==> src/rtl/inst_fetch.sv <==
// Instruction fetch stage: owns the PC, reads a combinational instruction
// memory and queues {pc, inst} pairs for decode behind a valid/ready handshake.
// Redirects from execute reload the PC and flush every queued fetch.
module inst_fetch #(
  parameter logic [31:0] RESET_PC  = 32'h0000_0000,
  parameter int unsigned DEPTH     = 2,
  parameter int unsigned MEM_BYTES = 1024
) (
  input  logic                     clk,
  input  logic                     rst,
  input  logic                     fetch_en,
  input  logic                     redirect_valid,
  input  logic [31:0]              redirect_pc,
  output logic [31:0]              imem_addr,
  input  logic [31:0]              imem_inst,
  output logic                     dec_valid,
  input  logic                     dec_ready,
  output logic [31:0]              dec_pc,
  output logic [31:0]              dec_inst,
  output logic                     fetch_fault,
  output logic [$clog2(DEPTH):0]   queue_count
);

  localparam int unsigned PW      = $clog2(DEPTH);
  localparam int unsigned CW      = PW + 1;
  localparam logic [31:0] LAST_PC = 32'(MEM_BYTES - 4);

  // Queue storage; not reset because only entries below count are ever read.
  logic [31:0]   q_pc   [DEPTH];
  logic [31:0]   q_inst [DEPTH];

  logic [31:0]   pc_q, pc_d;
  logic [PW-1:0] head_q, head_d;
  logic [PW-1:0] tail_q, tail_d;
  logic [CW-1:0] count_q, count_d;
  logic          fault_q, fault_d;
  logic [31:0]   dec_pc_q, dec_pc_d;
  logic [31:0]   dec_inst_q, dec_inst_d;

  logic          pop;
  logic          in_range;
  logic          space;
  logic          fire;
  logic          fault_set;
  logic [CW-1:0] remaining;

  // Handshake and fetch-qualification terms.
  always_comb begin
    pop       = (count_q != '0) & dec_ready;
    in_range  = (pc_q <= LAST_PC);
    space     = (count_q < CW'(DEPTH)) | pop;
    fire      = fetch_en & ~fault_q & in_range & space & ~redirect_valid;
    fault_set = fetch_en & ~fault_q & ~in_range & ~redirect_valid;
  end

  // Next-state for PC, pointers, occupancy, fault flag and the head output registers.
  always_comb begin
    pc_d       = pc_q;
    head_d     = head_q;
    tail_d     = tail_q;
    count_d    = count_q;
    fault_d    = fault_q;
    dec_pc_d   = dec_pc_q;
    dec_inst_d = dec_inst_q;
    remaining  = count_q - CW'(pop);
    if (redirect_valid) begin
      // Flush wins over everything, including a pop offered in the same cycle.
      pc_d    = {redirect_pc[31:2], 2'b00};
      head_d  = '0;
      tail_d  = '0;
      count_d = '0;
      fault_d = 1'b0;
    end else begin
      if (pop) begin
        head_d = head_q + 1'b1;
      end
      if (fire) begin
        tail_d = tail_q + 1'b1;
        pc_d   = pc_q + 32'd4;
      end
      if (fault_set) begin
        fault_d = 1'b1;
      end
      count_d = count_q + CW'(fire) - CW'(pop);
      // Head after this cycle: an older entry if one survives, else the word being pushed.
      if (remaining != '0) begin
        dec_pc_d   = q_pc[head_d];
        dec_inst_d = q_inst[head_d];
      end else if (fire) begin
        dec_pc_d   = pc_q;
        dec_inst_d = imem_inst;
      end
    end
  end

  // Control state with asynchronous reset.
  always_ff @(posedge clk or posedge rst) begin
    if (rst) begin
      pc_q       <= RESET_PC;
      head_q     <= '0;
      tail_q     <= '0;
      count_q    <= '0;
      fault_q    <= 1'b0;
      dec_pc_q   <= '0;
      dec_inst_q <= '0;
    end else begin
      pc_q       <= pc_d;
      head_q     <= head_d;
      tail_q     <= tail_d;
      count_q    <= count_d;
      fault_q    <= fault_d;
      dec_pc_q   <= dec_pc_d;
      dec_inst_q <= dec_inst_d;
    end
  end

  // Queue write at the tail on each fetch.
  always_ff @(posedge clk) begin
    if (fire) begin
      q_pc[tail_q]   <= pc_q;
      q_inst[tail_q] <= imem_inst;
    end
  end

  assign imem_addr   = pc_q;
  assign dec_valid   = (count_q != '0);
  assign dec_pc      = dec_pc_q;
  assign dec_inst    = dec_inst_q;
  assign fetch_fault = fault_q;
  assign queue_count = count_q;

endmodule

==> config.mk <==
export PLATFORM = sky130hd
export DESIGN_NAME = inst_fetch
export DESIGN_NICKNAME = d
export VERILOG_FILES = /design/src/rtl/inst_fetch.sv
export SDC_FILE = /design/constraint.sdc
export NUM_CORES = 1
export LEC_CHECK = 0
export BUFFER_PORTS_ARGS = -buffer_cell sky130_fd_sc_hd__buf_4
export CAP_MARGIN = 25
export CORE_MARGIN = 3
export CORE_UTILIZATION = 35
export CTS_BUF_LIST = sky130_fd_sc_hd__clkbuf_8
export CTS_CLUSTER_DIAMETER = 80
export DETAILED_ROUTE_END_ITERATION = 8
export PLACE_DENSITY = 0.58
export SYNTH_ARGS = -nofsm -noshare
export SYNTH_HDL_FRONTEND = slang
export SYNTH_SLANG_ARGS = --single-unit
==> constraint.sdc <==
create_clock -name clk -period 13.3 [get_ports clk]
set_input_delay 1.33 -clock clk [delete_from_list [all_inputs] [get_ports clk]]
set_output_delay 1.33 -clock clk [all_outputs]
set_load 0.05 [all_outputs]
==> flow_metrics.tcl <==
set metrics [dict create \
    antenna_found_initial 0 \
    postCtsSetupBuffers 0 \
    totalWireLength_mm 20.4 \
    power_density_mw_per_mm2 135 \
    cts_root_buffer "clkbuf_8" \
    synth_compound_area_frac 0.105 \
    yosysUniqueCellTypes 40 \
    fin_tns_setup_ns 0 \
    seq_area_frac_synth 0.729 \
    synth_top_family_by_area "compound AO/OA/AOI/OAI gates" \
    critPathMaxFanout 32 \
    via_per_inst 4.94 \
    antenna_cells 0 \
    multi_input_area_mm2 0.00212 \
    cap_violations 0 \
    yosys.area_share.simple 0.0677 \
    io_pins 169 \
    die_w_um 161 \
    fin_skew_ns 0.0169 \
    fin_util 0.456 \
    end_kind "flop" \
    p_leak_nw 4.61 \
    h-tree-depth 2 \
    vias 5395 \
    status "finished, final reports clean" \
    final-hold-violation-count 0 \
    cts_tree "built" \
    yosys_warnings 0 \
    syn_area_mm2 0.00844 \
    ant_nets 0 \
    register_area_mm2 0.00615 \
    ir_drop_uv 77.3 \
    critPathLaunchType "input port" \
    numPortBuffers 162 \
    yosys.area.top_type "edfxtp_1" \
    grt_max_degree 68 \
    cts_sinks 221 \
    synthDominantCellAreaShare 0.441 \
    crit_type "input port to flop" \
    area_growth_pct 27.7 \
    syn-mean-instance-area_um2 14.9 \
    max_freq_mhz 317 \
    yosys.cell_count.top_type "edfxtp_1" \
    cts_made_buffers 38 \
    track_usage 0.158 \
    yosys-top-cells-area "edfxtp_1 44%, dfrtp_1 29%, a221o_1 4.7%" \
    synth_edf_count 124 \
    hp-class "flop to flop" \
    path_clk_slew_ns 0.06 \
    p_clk_frac 0.391 \
    setup_violations 0 \
    dieArea_mm2 0.0260 \
    rsz0062_at_grt "no" \
    synthFlopType "edfxtp_1" \
    drtIter0Drc 415 \
    dr.pass1.iters 5 \
    synthMuxAreaShare 0.0566 \
    fillers 2136 \
    layout.nets 817 \
    grt_overflow 0 \
    tightest_slew_ns 0.821 \
    seq_power_share 0.524 \
    finalPower_mw 1.45 \
    place_hpwl_mm 12.2 \
    relSlewSlack 0.452 \
    post-route-min-period_ns 3.15 \
    hold_buffers 0 \
    critPathRequiredTime_ns 13.45 \
    cts_resized 0 \
    grt_first_pass_wirelength_mm 32.3 \
    pwr-share-comb 0.085 \
    synthAdderAreaFrac 0.00445 \
    ys_ff_latch 221 \
    swShare 0.251 \
    power_switching_mw 0.365 \
    die_h_um 161 \
    drc 0 \
    rows 56 \
    routabilityCongestion 0.719 \
    routedWlPerCell_um 18.7 \
    slew_viol_final 0 \
    initial_core_util 0.357 \
    synthesis.instances 568 \
    yosys-top-cells-count "124 x edfxtp_1, 97 x dfrtp_1, 87 x nand2_1" \
    arrival_ns 3.30 \
    grt_pass1_vias 5725 \
    layout-drive-gt1-share 0.333 \
    period_share 0.237 \
    core-area_mm2 0.0236 \
    synth_xor_area_frac 0.0104 \
    ctsLongestPathBuffers 3 \
    async_flop_share 0.439 \
    clk_latency_ns 0.52 \
    internal-power_mw 1.09 \
]
-- stage by stage --
step / setup slack, ns / instances / area (um^2) / hold WS (ns)
after floorplan: 8.14 / 571 / 8450 / 0.508
after global placement: 9.24 / 1020 / 9960 / 0.475
after detailed placement: 9.18 / 1021 / 9980 / 0.475
after CTS: 9.69 / 1090 / 10700 / 0.493
after global routing: 9.95 / 1093 / 10800 / 0.515
final: 10.15 / 1093 / 10800 / 0.492
-- sequential cells by signal (all words and copies together) (netlist names) --
name and count:
dec_inst 32, dec_pc 30, fetch_fault 1, head_q 1
imem_addr 30, q_inst 64, q_pc 60, queue_count 2
tail_q 1
-- power by group through the flow --
stage	clock (mW)	sequential [mW]	combinational [mW]
6_report	0.569	0.761	0.123
2_1_floorplan	0	0.817	0.0274
3_3_place_gp	0	0.773	0.122
3_5_place_dp	0	0.775	0.124
4_1_cts	0.591	0.761	0.124
5_1_grt	0.625	0.764	0.131
-- placed cells by master (no fill, tap or decap), drive strengths merged --
master,Yosys,final
dfrtp,97,97
nor2b,2,2
o31ai,1,1
clkinvlp,0,2
nand2,87,87
xor2,4,4
o2bb2ai,22,22
buf,17,172
clkbuf,21,44
nand3b,1,1
nand3,3,3
o21ai,7,7
mux2,22,22
or4,1,1
and2,3,3
mux2i,23,23
a31oi,2,2
inv,8,21
a221o,40,40
o2111ai,1,1
nor3,4,4
nor2,11,11
a2bb2oi,1,1
or3,2,2
nor4,5,5
edfxtp,124,124
xnor2,6,6
or2,3,3
a21oi,42,42
ha,3,3
nand4,4,4
conb,1,4
clkinv,0,10
-- layout make-up --
type / count / area share
flip-flops and latches: 221 / 0.571
multi-input cells: 304 / 0.197
repair buffers: 172 / 0.126
clock buffers: 44 / 0.0562
well taps: 319 / 0.0370
clock inverters: 25 / 0.0102
inverters: 8 / 0.00302
-- critical path, cell delays in order --
cell and delay, ns:
buf_4 0.09, nor2b_1 0.20, o2111ai_2 0.24, or3_4 0.44, nor2_4 0.32, buf_12 0.24
buf_4 0.44
-- logic make-up (layout without fill, tap and decap cells) --
group           after synthesis  after routing
other cells                   1              4
compound gates              116            116
mux                          45             45
buf+inv                      46            249
fa+ha+maj                     3              3
flops                       221            221
xor+xnor                     10             10
simple gates                126            126
-- layer usage --
layer | global-route usage | vias up | wire length (um)
met5 | 0 | - | 0
met4 | 0.0415 | 0 | 372
met3 | 0.0464 | 32 | 1470
met2 | 0.251 | 194 | 9610
met1 | 0.214 | 2685 | 8930
li1 | - | 2484 | -
-- final timing paths --
check	start	end	depth (start not counted)	slack (ns)
max	fetch_en	q_pc[1][2]	7	10.15
max in group asynchronous	rst	dec_inst[2]	4	11.49
min	dec_pc[13]	dec_pc[13]	1	0.49
min in group asynchronous	rst	dec_inst[16]	2	0.82
max reg2reg	imem_addr[10]	q_pc[1][2]	6	10.17
min reg2reg	dec_pc[13]	dec_pc[13]	1	0.49
Note: power is estimated with default switching activity, not from simulation.
